===== src/rtl/game_pkg.sv =====
// Shared game constants and types for the maze game video pipeline.
// Both the position controller and other per-frame blocks import this package.
package game_pkg;

  localparam logic [11:0] SCREEN_W = 12'd800;
  localparam logic [11:0] SCREEN_H = 12'd600;
  localparam logic [11:0] SPRITE_W = 12'd100;
  localparam logic [11:0] SPRITE_H = 12'd100;

  // Largest top-left corner that keeps the whole sprite on screen
  localparam logic [11:0] X_MAX_DFLT = SCREEN_W - SPRITE_W;
  localparam logic [11:0] Y_MAX_DFLT = SCREEN_H - SPRITE_H;

  typedef enum logic [1:0] {
    ST_IDLE  = 2'd0,
    ST_CALC  = 2'd1,
    ST_QUERY = 2'd2,
    ST_WON   = 2'd3
  } pos_state_t;

  typedef struct packed {
    logic up;
    logic down;
    logic left;
    logic right;
  } dir_t;

endpackage


===== src/rtl/frame_tick_gen.sv =====
// Vsync rising-edge detector plus a frame divider; move_slot pulses on the
// tick that completes each group of FRAME_DIV frames.
module frame_tick_gen #(
  parameter logic [3:0] FRAME_DIV = 4'd2
) (
  input  logic pclk,
  input  logic rst,
  input  logic vsync_in,
  input  logic en,
  output logic move_slot
);

  logic       vsync_d;
  logic [3:0] frame_cnt;
  logic       tick;
  logic       last_frame;

  assign tick       = vsync_in & ~vsync_d;
  assign last_frame = (frame_cnt == FRAME_DIV - 4'd1);
  assign move_slot  = tick & last_frame;

  always_ff @(posedge pclk) begin
    if (rst) begin
      vsync_d   <= 1'b0;
      frame_cnt <= 4'd0;
    end else begin
      vsync_d <= vsync_in;
      if (en && tick) begin
        frame_cnt <= last_frame ? 4'd0 : frame_cnt + 4'd1;
      end
    end
  end

endmodule


===== src/rtl/user_pos_ctrl.sv =====
// Player sprite position sequencer: samples keys once per move slot, clamps the
// candidate to the screen, and commits it only after the obstacle checker agrees.
import game_pkg::*;

module user_pos_ctrl #(
  parameter logic [11:0] X_INIT      = 12'd20,
  parameter logic [11:0] Y_INIT      = 12'd250,
  parameter logic [11:0] STEP        = 12'd4,
  parameter logic [11:0] X_MAX       = X_MAX_DFLT,
  parameter logic [11:0] Y_MAX       = Y_MAX_DFLT,
  parameter logic [3:0]  FRAME_DIV   = 4'd2,
  parameter logic [4:0]  ACK_TIMEOUT = 5'd16
) (
  input  logic        pclk,
  input  logic        rst,
  input  logic        vsync_in,
  input  logic        key_up,
  input  logic        key_down,
  input  logic        key_left,
  input  logic        key_right,
  input  logic        game_won_in,
  input  logic        chk_ack,
  input  logic        chk_blocked,
  output logic [11:0] x_pos,
  output logic [11:0] y_pos,
  output logic        chk_req,
  output logic [11:0] chk_x,
  output logic [11:0] chk_y,
  output logic        frozen
);

  pos_state_t  state;
  dir_t        dir_r;
  logic [4:0]  to_cnt;
  logic        move_slot;
  logic [11:0] cand_x;
  logic [11:0] cand_y;
  logic        has_dir;
  logic        cand_moves;

  // Subtract with floor at zero; the 13th bit catches the underflow
  function automatic logic [11:0] sat_dec(input logic [11:0] v, input logic [11:0] step);
    logic signed [12:0] d;
    d = $signed({1'b0, v}) - $signed({1'b0, step});
    return d[12] ? 12'd0 : d[11:0];
  endfunction

  // Add with ceiling at lim; 13-bit sum so a carry cannot wrap past lim
  function automatic logic [11:0] sat_inc(input logic [11:0] v, input logic [11:0] step,
                                          input logic [11:0] lim);
    logic [12:0] s;
    s = {1'b0, v} + {1'b0, step};
    return (s > {1'b0, lim}) ? lim : s[11:0];
  endfunction

  frame_tick_gen #(
    .FRAME_DIV(FRAME_DIV)
  ) u_tick (
    .pclk      (pclk),
    .rst       (rst),
    .vsync_in  (vsync_in),
    .en        (state != ST_WON),
    .move_slot (move_slot)
  );

  always_comb begin
    cand_x  = x_pos;
    cand_y  = y_pos;
    has_dir = 1'b1;
    if (dir_r.up) begin
      cand_y = sat_dec(y_pos, STEP);
    end else if (dir_r.down) begin
      cand_y = sat_inc(y_pos, STEP, Y_MAX);
    end else if (dir_r.left) begin
      cand_x = sat_dec(x_pos, STEP);
    end else if (dir_r.right) begin
      cand_x = sat_inc(x_pos, STEP, X_MAX);
    end else begin
      has_dir = 1'b0;
    end
  end

  // A clamped candidate equal to the current spot is not worth a query
  assign cand_moves = has_dir && ((cand_x != x_pos) || (cand_y != y_pos));

  always_ff @(posedge pclk) begin
    if (rst) begin
      state   <= ST_IDLE;
      dir_r   <= '0;
      to_cnt  <= 5'd0;
      x_pos   <= X_INIT;
      y_pos   <= Y_INIT;
      chk_req <= 1'b0;
      chk_x   <= 12'd0;
      chk_y   <= 12'd0;
      frozen  <= 1'b0;
    end else if (game_won_in || state == ST_WON) begin
      // Winning overrides any in-flight query, tick or commit and is sticky
      state   <= ST_WON;
      chk_req <= 1'b0;
      frozen  <= 1'b1;
    end else begin
      case (state)
        ST_IDLE: begin
          if (move_slot) begin
            dir_r <= {key_up, key_down, key_left, key_right};
            state <= ST_CALC;
          end
        end
        ST_CALC: begin
          if (cand_moves) begin
            chk_x   <= cand_x;
            chk_y   <= cand_y;
            chk_req <= 1'b1;
            to_cnt  <= 5'd0;
            state   <= ST_QUERY;
          end else begin
            state <= ST_IDLE;
          end
        end
        ST_QUERY: begin
          if (chk_ack) begin
            if (!chk_blocked) begin
              x_pos <= chk_x;
              y_pos <= chk_y;
            end
            chk_req <= 1'b0;
            state   <= ST_IDLE;
          end else if (to_cnt == ACK_TIMEOUT - 5'd1) begin
            chk_req <= 1'b0;
            state   <= ST_IDLE;
          end else begin
            to_cnt <= to_cnt + 5'd1;
          end
        end
        default: state <= ST_IDLE;
      endcase
    end
  end

endmodule


===== config.mk =====
export PLATFORM = sky130hd
export DESIGN_NAME = user_pos_ctrl
export DESIGN_NICKNAME = d
export VERILOG_FILES = /design/src/rtl/game_pkg.sv /design/src/rtl/frame_tick_gen.sv /design/src/rtl/user_pos_ctrl.sv
export SDC_FILE = /design/constraint.sdc
export NUM_CORES = 1
export LEC_CHECK = 0
export CORE_MARGIN = 2
export CORE_UTILIZATION = 59
export DETAILED_ROUTE_END_ITERATION = 10
export PLACE_DENSITY = 0.83
export SLEW_MARGIN = 5
export SYNTH_ARGS = -nofsm -noshare
export SYNTH_HDL_FRONTEND = slang
export SYNTH_SLANG_ARGS = --single-unit

===== constraint.sdc =====
create_clock -name pclk -period 6.6 [get_ports pclk]
set_input_delay 0.66 -clock pclk [delete_from_list [all_inputs] [get_ports pclk]]
set_output_delay 0.66 -clock pclk [all_outputs]
set_load 0.1 [all_outputs]

# Word level (Yosys, flattened, before mapping)
# Index checks and enable logic that the tools add are counted.
[classes] addsub=6 n_lt_le_gt_ge=2 n_eq_ne=14 n_mux=29 n_bitwise=5 reduce_logical=13
[op_table] operator="$mux 12" n=10
[op_table] operator="$add 12x3->13 const B" n=2
[op_table] operator="$sub 12x3->13 const B" n=2
[op_table] operator="$ne 12x12->1" n=2
[op_table] operator="$mux 5" n=3
[op_table] operator="$gt 13x10->1 const B" n=1
[op_table] operator="$gt 13x9->1 const B" n=1
[op_table] operator="$mux 2" n=5
[op_table] operator="$pmux 5 s2" n=1
[op_table] operator="$reduce_and 3->1" n=3
[op_table] operator="$ne 2x2->1 const B" n=4
[op_table] operator="$mux 1" n=7
[op_table] operator="$ne 3x3->1 const B" n=2
[op_table] operator="$pmux 2 s3" n=1
[op_table] operator="$add 5x1->5 const B" n=1
[op_table] operator="$eq 5x4->1 const B" n=1
[op_table] operator="$reduce_and 5->1" n=1
[op_table] operator="$add 4x1->4 const B" n=1
[op_table] operator="$eq 2x2->1 const B" n=2
[op_table] operator="$eq 4x1->1 const B" n=1
[op_table] operator="$mux 4" n=1
[op_table] operator="$ne 4x4->1 const B" n=1
[op_table] operator="$reduce_and 4->1" n=1
[op_table] operator="$not 1->1" n=3
[op_table] operator="9 further kinds" n=12
[word_totals] register_bits=66 in_bits=10 output_inout_bits=50 elab_cells=83

# Longest topological paths before layout
[logic_depth] word_depth=13 mapped_depth=14 ltp_nobuf=11

# By module
# A second synthesis with hierarchy kept.
[unflattened] cells_unflattened=640 area_unflattened_um2=4742.0
[modules_own_cells] mod="user_pos_ctrl" instances=1 cells_each=616 area_per_inst_um2=4520.6 seq_area_each_um2=1221.2
[modules_own_cells] mod="frame_tick_gen" instances=1 cells_each=24 area_per_inst_um2=221.5 seq_area_each_um2=100.1

# Worst setup path after synthesis
# OpenSTA, ideal clock, no wires.
[synth_timing] path_kind="register to register" from="register x_pos[2]" to="register to_cnt[4]" arrival_time_ps=3720 path_slack_ps=2757 path_stages_with_launch=12 n_path_buf=0 period_less_slack_ps=3843 path_cell_list="dfxtp_1 > inv_1 > ha_1 > a22o_1 > a211o_1 > a211oi_1 > o2111ai_1 > a2111oi_0 > and4b_1 > nand3_2 > a21oi_2 > mux2_1"
[synth_between] elab_chain_len=12 elab_cells_between_ends=14 cone_classes="2 x add/sub; 1 x order compare; 2 x eq/ne; 6 x mux; 3 x reduce/logical"
[synth_lines] item="start, declared" line="user_pos_ctrl.sv:24" rtl="output logic [11:0] x_pos,"
[synth_lines] item="start signal, assigned" line="user_pos_ctrl.sv:124" rtl="x_pos <= chk_x;"
[synth_lines] item="$add 12x3->13" line="user_pos_ctrl.sv:52" rtl="s = {1'b0, v} + {1'b0, step};"
[synth_lines] item="$gt 13x10->1" line="user_pos_ctrl.sv:53" rtl="return (s > {1'b0, lim}) ? lim : s[11:0];"
[synth_lines] item="$mux 12" line="user_pos_ctrl.sv:53"
[synth_lines] item="$mux 12" line="user_pos_ctrl.sv:76" rtl="end else if (dir_r.right) begin"
[synth_lines] item="$mux 12" line="user_pos_ctrl.sv:74" rtl="end else if (dir_r.left) begin"
[synth_lines] item="$mux 12" line="user_pos_ctrl.sv:72" rtl="end else if (dir_r.down) begin"
[synth_lines] item="$mux 12" line="user_pos_ctrl.sv:70" rtl="if (dir_r.up) begin"
[synth_lines] item="$ne 12x12->1 (*)" line="user_pos_ctrl.sv:84" rtl="assign cand_moves = has_dir && ((cand_x != x_pos) || (cand_y != y_pos));"
[synth_lines] item="$logic_or 1x1->1 (*)" line="user_pos_ctrl.sv:84"
[synth_lines] item="$logic_and 1x1->1 (*)" line="user_pos_ctrl.sv:84"
[synth_lines] item="$ne 2x2->1 (no line) (*)"
[synth_lines] item="$reduce_and 5->1 (no line) (*)"
[synth_lines] item="end signal, assigned" line="user_pos_ctrl.sv:133" rtl="to_cnt <= to_cnt + 5'd1;"
[synth_lines] item="end, declared" line="user_pos_ctrl.sv:34" rtl="logic [4:0] to_cnt;"
# Every way passes the cells marked *; elsewhere a longest branch is shown, timed or not.
# A chain may end at the register's enable or synchronous reset.

# Worst setup path after layout
[layout_timing] from="register x_pos[3]" to="register to_cnt[4]"
# The elaborated chain is that of the path after synthesis.

==> impl_metrics.json <==
{
  "initial_antenna_violation_count": 0,
  "synthCells": 643,
  "cp_top_family": "compound AO/OA/AOI/OAI gates",
  "worst_r2r_path_depth": 10,
  "drtIter0Drc": 579,
  "synthesis.area_per_instance_um2": 7.74,
  "crit_path_cell_trace": "ha_1 > nand3_1 > xnor2_1 > a311oi_1 > a2111oi_0 > a31o_2 > nor4_4 > nand3_2 > a21oi_2 > mux2_1",
  "hold_viol": 0,
  "antenna_cells_inserted": 0,
  "period_share": 0.618,
  "grt_start_max_net_pins": 60,
  "worstHoldPathType": "flip-flop to flip-flop",
  "setup_violations": 0,
  "synthMostInstantiatedCell": "sky130_fd_sc_hd__nand2_1",
  "critical_path.max_fanout": 26,
  "yosys-top-cells-area": "sky130_fd_sc_hd__dfxtp_1 27%, sky130_fd_sc_hd__a21oi_1 6.3%, sky130_fd_sc_hd__nand2_1 5.8%",
  "grt_first_pass_wirelength_um": 24800,
  "max_freq_ghz": 0.245,
  "worst-endpoint-required_ps": 6820,
  "die_height_um": 95.8,
  "slew_violations": 0,
  "critical-path-slowest-cell": "sky130_fd_sc_hd__dfxtp_1",
  "global_route.usage.total": 0.348,
  "grt_overflow_total": 0,
  "post-cts-setup-buffers": 0,
  "vias_in_the_first_global_route": 4719,
  "synth_largest_type_area_fraction": 0.266,
  "port_buffers": 59,
  "p_leak_nw": 1.90,
  "cts_inserted_buffers": 9,
  "worst_supply_voltage_drop_on_vdd_v": 0.000177,
  "clk_buf_depth": 2,
  "boundaryPins": 60,
  "min_delay_endpoint": "x_pos[6]",
  "gp_routability_congestion": 0.951,
  "areaGrowthSynthToFinish_pct": 12.6,
  "timing.critical_path.buf_inv": 0,
  "yosysUniqueCellTypes": 89,
  "setup.worst_path.start_class": "flip-flop",
  "setup.worst_path.start": "x_pos[3]",
  "rr_endpoint": "to_cnt[4]",
  "synth_ff_type": "sky130_fd_sc_hd__dfxtp_1",
  "fin_cells": 770,
  "post_dp_cell_area_um2": 5420,
  "crit_type": "flip-flop to flip-flop",
  "firstDrtPassIters": 5,
  "min_from": "chk_x[6]",
  "clk_latency_ps": 340,
  "dr_vias": 5298,
  "initial_utilization": 0.609,
  "ctsRootBufferMaster": "sky130_fd_sc_hd__clkbuf_8",
  "max-slew-margin-rel": 0.316,
  "cap_violations": 0,
  "post_layout_min_period_ps": 4080,
  "drt.antenna.violating_nets": 0,
  "worst_ep_arrival_time_ps": 4300,
  "routed_len_inst_um": 20.7,
  "rsz_0062_raised_after_global_routing": "no",
  "cts_tree": "built",
  "setup_tns_ps": 0,
  "fp-row-count": 33,
  "synthesis.yosys.warnings": 0,
  "postSynth.asyncResetShare": 0,
  "final_design_area_no_fill_um2": 5600,
  "numPlacedInstances": 754,
  "die_w_um": 95.8,
  "ys_top_cells_by_count": "77 x sky130_fd_sc_hd__nand2_1, 66 x sky130_fd_sc_hd__dfxtp_1, 63 x sky130_fd_sc_hd__a21oi_1",
  "core_um2": 8180,
  "outcome": "finished clean",
  "final_hpwl_dp_um": 11200,
  "syn_area_um2": 4970,
  "synth-edff-count": 0,
  "synthesis.nets": 661,
  "clk_pin_slew_ps": 70,
  "clock_sink_count": 66,
  "worstMarginPinSlew_ps": 1020,
  "worst_clk_skew_ps": 8.81,
  "synth_seq_cells": 66,
  "synth.largest_area_cell": "sky130_fd_sc_hd__dfxtp_1",
  "routed_via_density": 6.88,
  "cp_slowest_stage_delay_ps": 590,
  "power_per_cell_area_nw_per_um2": 147,
  "cp-end-kind": "flip-flop",
  "postRouteWirelength_um": 16000,
  "worstHoldPathCells": 2,
  "design.final.nets": 678,
  "htree_levels": 3,
  "post_cts_resize_count": 0,
  "floorplan.die_area_um2": 9180,
  "ctsHoldBuffers": 0,
  "route.detailed.drc": 0,
  "drive_above_1_share": 0.0977,
  "synth_seq_area_share": 0.266,
  "reg2reg_slack_ps": 2520,
  "startpoint_of_the_lowest_slack_register_to_register_path": "x_pos[3]"
}
[per-stage QoR]
stage	total power [mW]	worst slack [ps]	util	hold slack [ps]
5_1_grt	0.845	2190	0.685	495
4_1_cts	0.821	2610	0.685	476
2_1_floorplan	0.487	2760	-	455
6_report	0.822	2520	0.685	472
3_3_place_gp	0.505	2720	0.662	452
3_5_place_dp	0.506	2660	0.662	460
[layout by cell type, fill, tap and decap left out, types with 9 or more instances in the layout]
| cell | instances |
|---|---|
| sky130_fd_sc_hd__nand2_1 | 77 |
| sky130_fd_sc_hd__dfxtp_1 | 66 |
| sky130_fd_sc_hd__a21oi_1 | 63 |
| sky130_fd_sc_hd__clkdlybuf4s50_1 | 58 |
| sky130_fd_sc_hd__nor2_1 | 42 |
| sky130_fd_sc_hd__nor3_1 | 24 |
| sky130_fd_sc_hd__inv_1 | 21 |
| sky130_fd_sc_hd__nand3_1 | 20 |
| sky130_fd_sc_hd__o21ai_0 | 20 |
| sky130_fd_sc_hd__o211ai_1 | 17 |
| sky130_fd_sc_hd__a31oi_1 | 15 |
| sky130_fd_sc_hd__nand4_1 | 12 |
| sky130_fd_sc_hd__and3_1 | 9 |
| sky130_fd_sc_hd__nor2b_1 | 9 |
| sky130_fd_sc_hd__a211oi_1 | 9 |
| sky130_fd_sc_hd__clkbuf_8 | 9 |
[per-layer routing]
layer	share of wire	wire length [µm]	vias to the layer above	GRT usage
met2	0.46	7410	330	0.536
li1	-	-	2440	-
met1	0.43	6790	2500	0.491
met3	0.091	1460	28	0.0626
met4	0.019	307	0	0.115
met5	0	0	-	0
[logic make-up after synthesis]
family | share of synthesized area
simple gates | 0.304
flops | 0.266
buf+inv | 0.0787
xor+xnor | 0.0229
mux | 0.0184
fa+ha+maj | 0.0201
compound gates | 0.291
[state kept, by name, summed over array words and instances (netlist names), 2 cells and up]
| name | flops |
|---|---|
| chk_x | 12 |
| chk_y | 12 |
| dir_r | 4 |
| state | 2 |
| to_cnt | 5 |
| u_tick.frame_cnt | 4 |
| x_pos | 12 |
| y_pos | 12 |
[worst register-to-register path, stage by stage, from the launching register on]
cell and delay, ps:
sky130_fd_sc_hd__dfxtp_1 590, sky130_fd_sc_hd__ha_1 560, sky130_fd_sc_hd__nand3_1 230, sky130_fd_sc_hd__xnor2_1 210, sky130_fd_sc_hd__a311oi_1 390, sky130_fd_sc_hd__a2111oi_0 200
sky130_fd_sc_hd__a31o_2 280, sky130_fd_sc_hd__nor4_4 290, sky130_fd_sc_hd__nand3_2 530, sky130_fd_sc_hd__a21oi_2 360, sky130_fd_sc_hd__mux2_1 340
[report_power, final]
part / leakage [nW] / total (mW) / switching [mW] / internal (mW)
combinational: 1.27 / 0.0890 / 0.0632 / 0.0259
clock: 0.0958 / 0.322 / 0.151 / 0.172
sequential: 0.534 / 0.411 / 0.00871 / 0.402
total: 1.90 / 0.822 / 0.222 / 0.600
[how the worst max path moves through the flow]
stage                      endpoint  slack, ps  depth (start not counted)
after detailed placement  to_cnt[4]       2660                         10
after CTS                 to_cnt[4]       2610                         10
after floorplan           to_cnt[4]       2760                         11
after global placement    to_cnt[4]       2720                         10
final                     to_cnt[4]       2520                         10
after global routing      to_cnt[4]       2190                         11
[layout make-up]
cell class | count | area, µm²
repair buffers | 63 | 616
fillers | 666 | 2570
clock buffers | 10 | 128
clock inverters | 6 | 57.6
inverters | 21 | 78.8
flip-flops and latches | 66 | 1320
multi-input cells | 499 | 3270
well taps | 105 | 131
No activity file was read; power rests on OpenSTA's default activity.
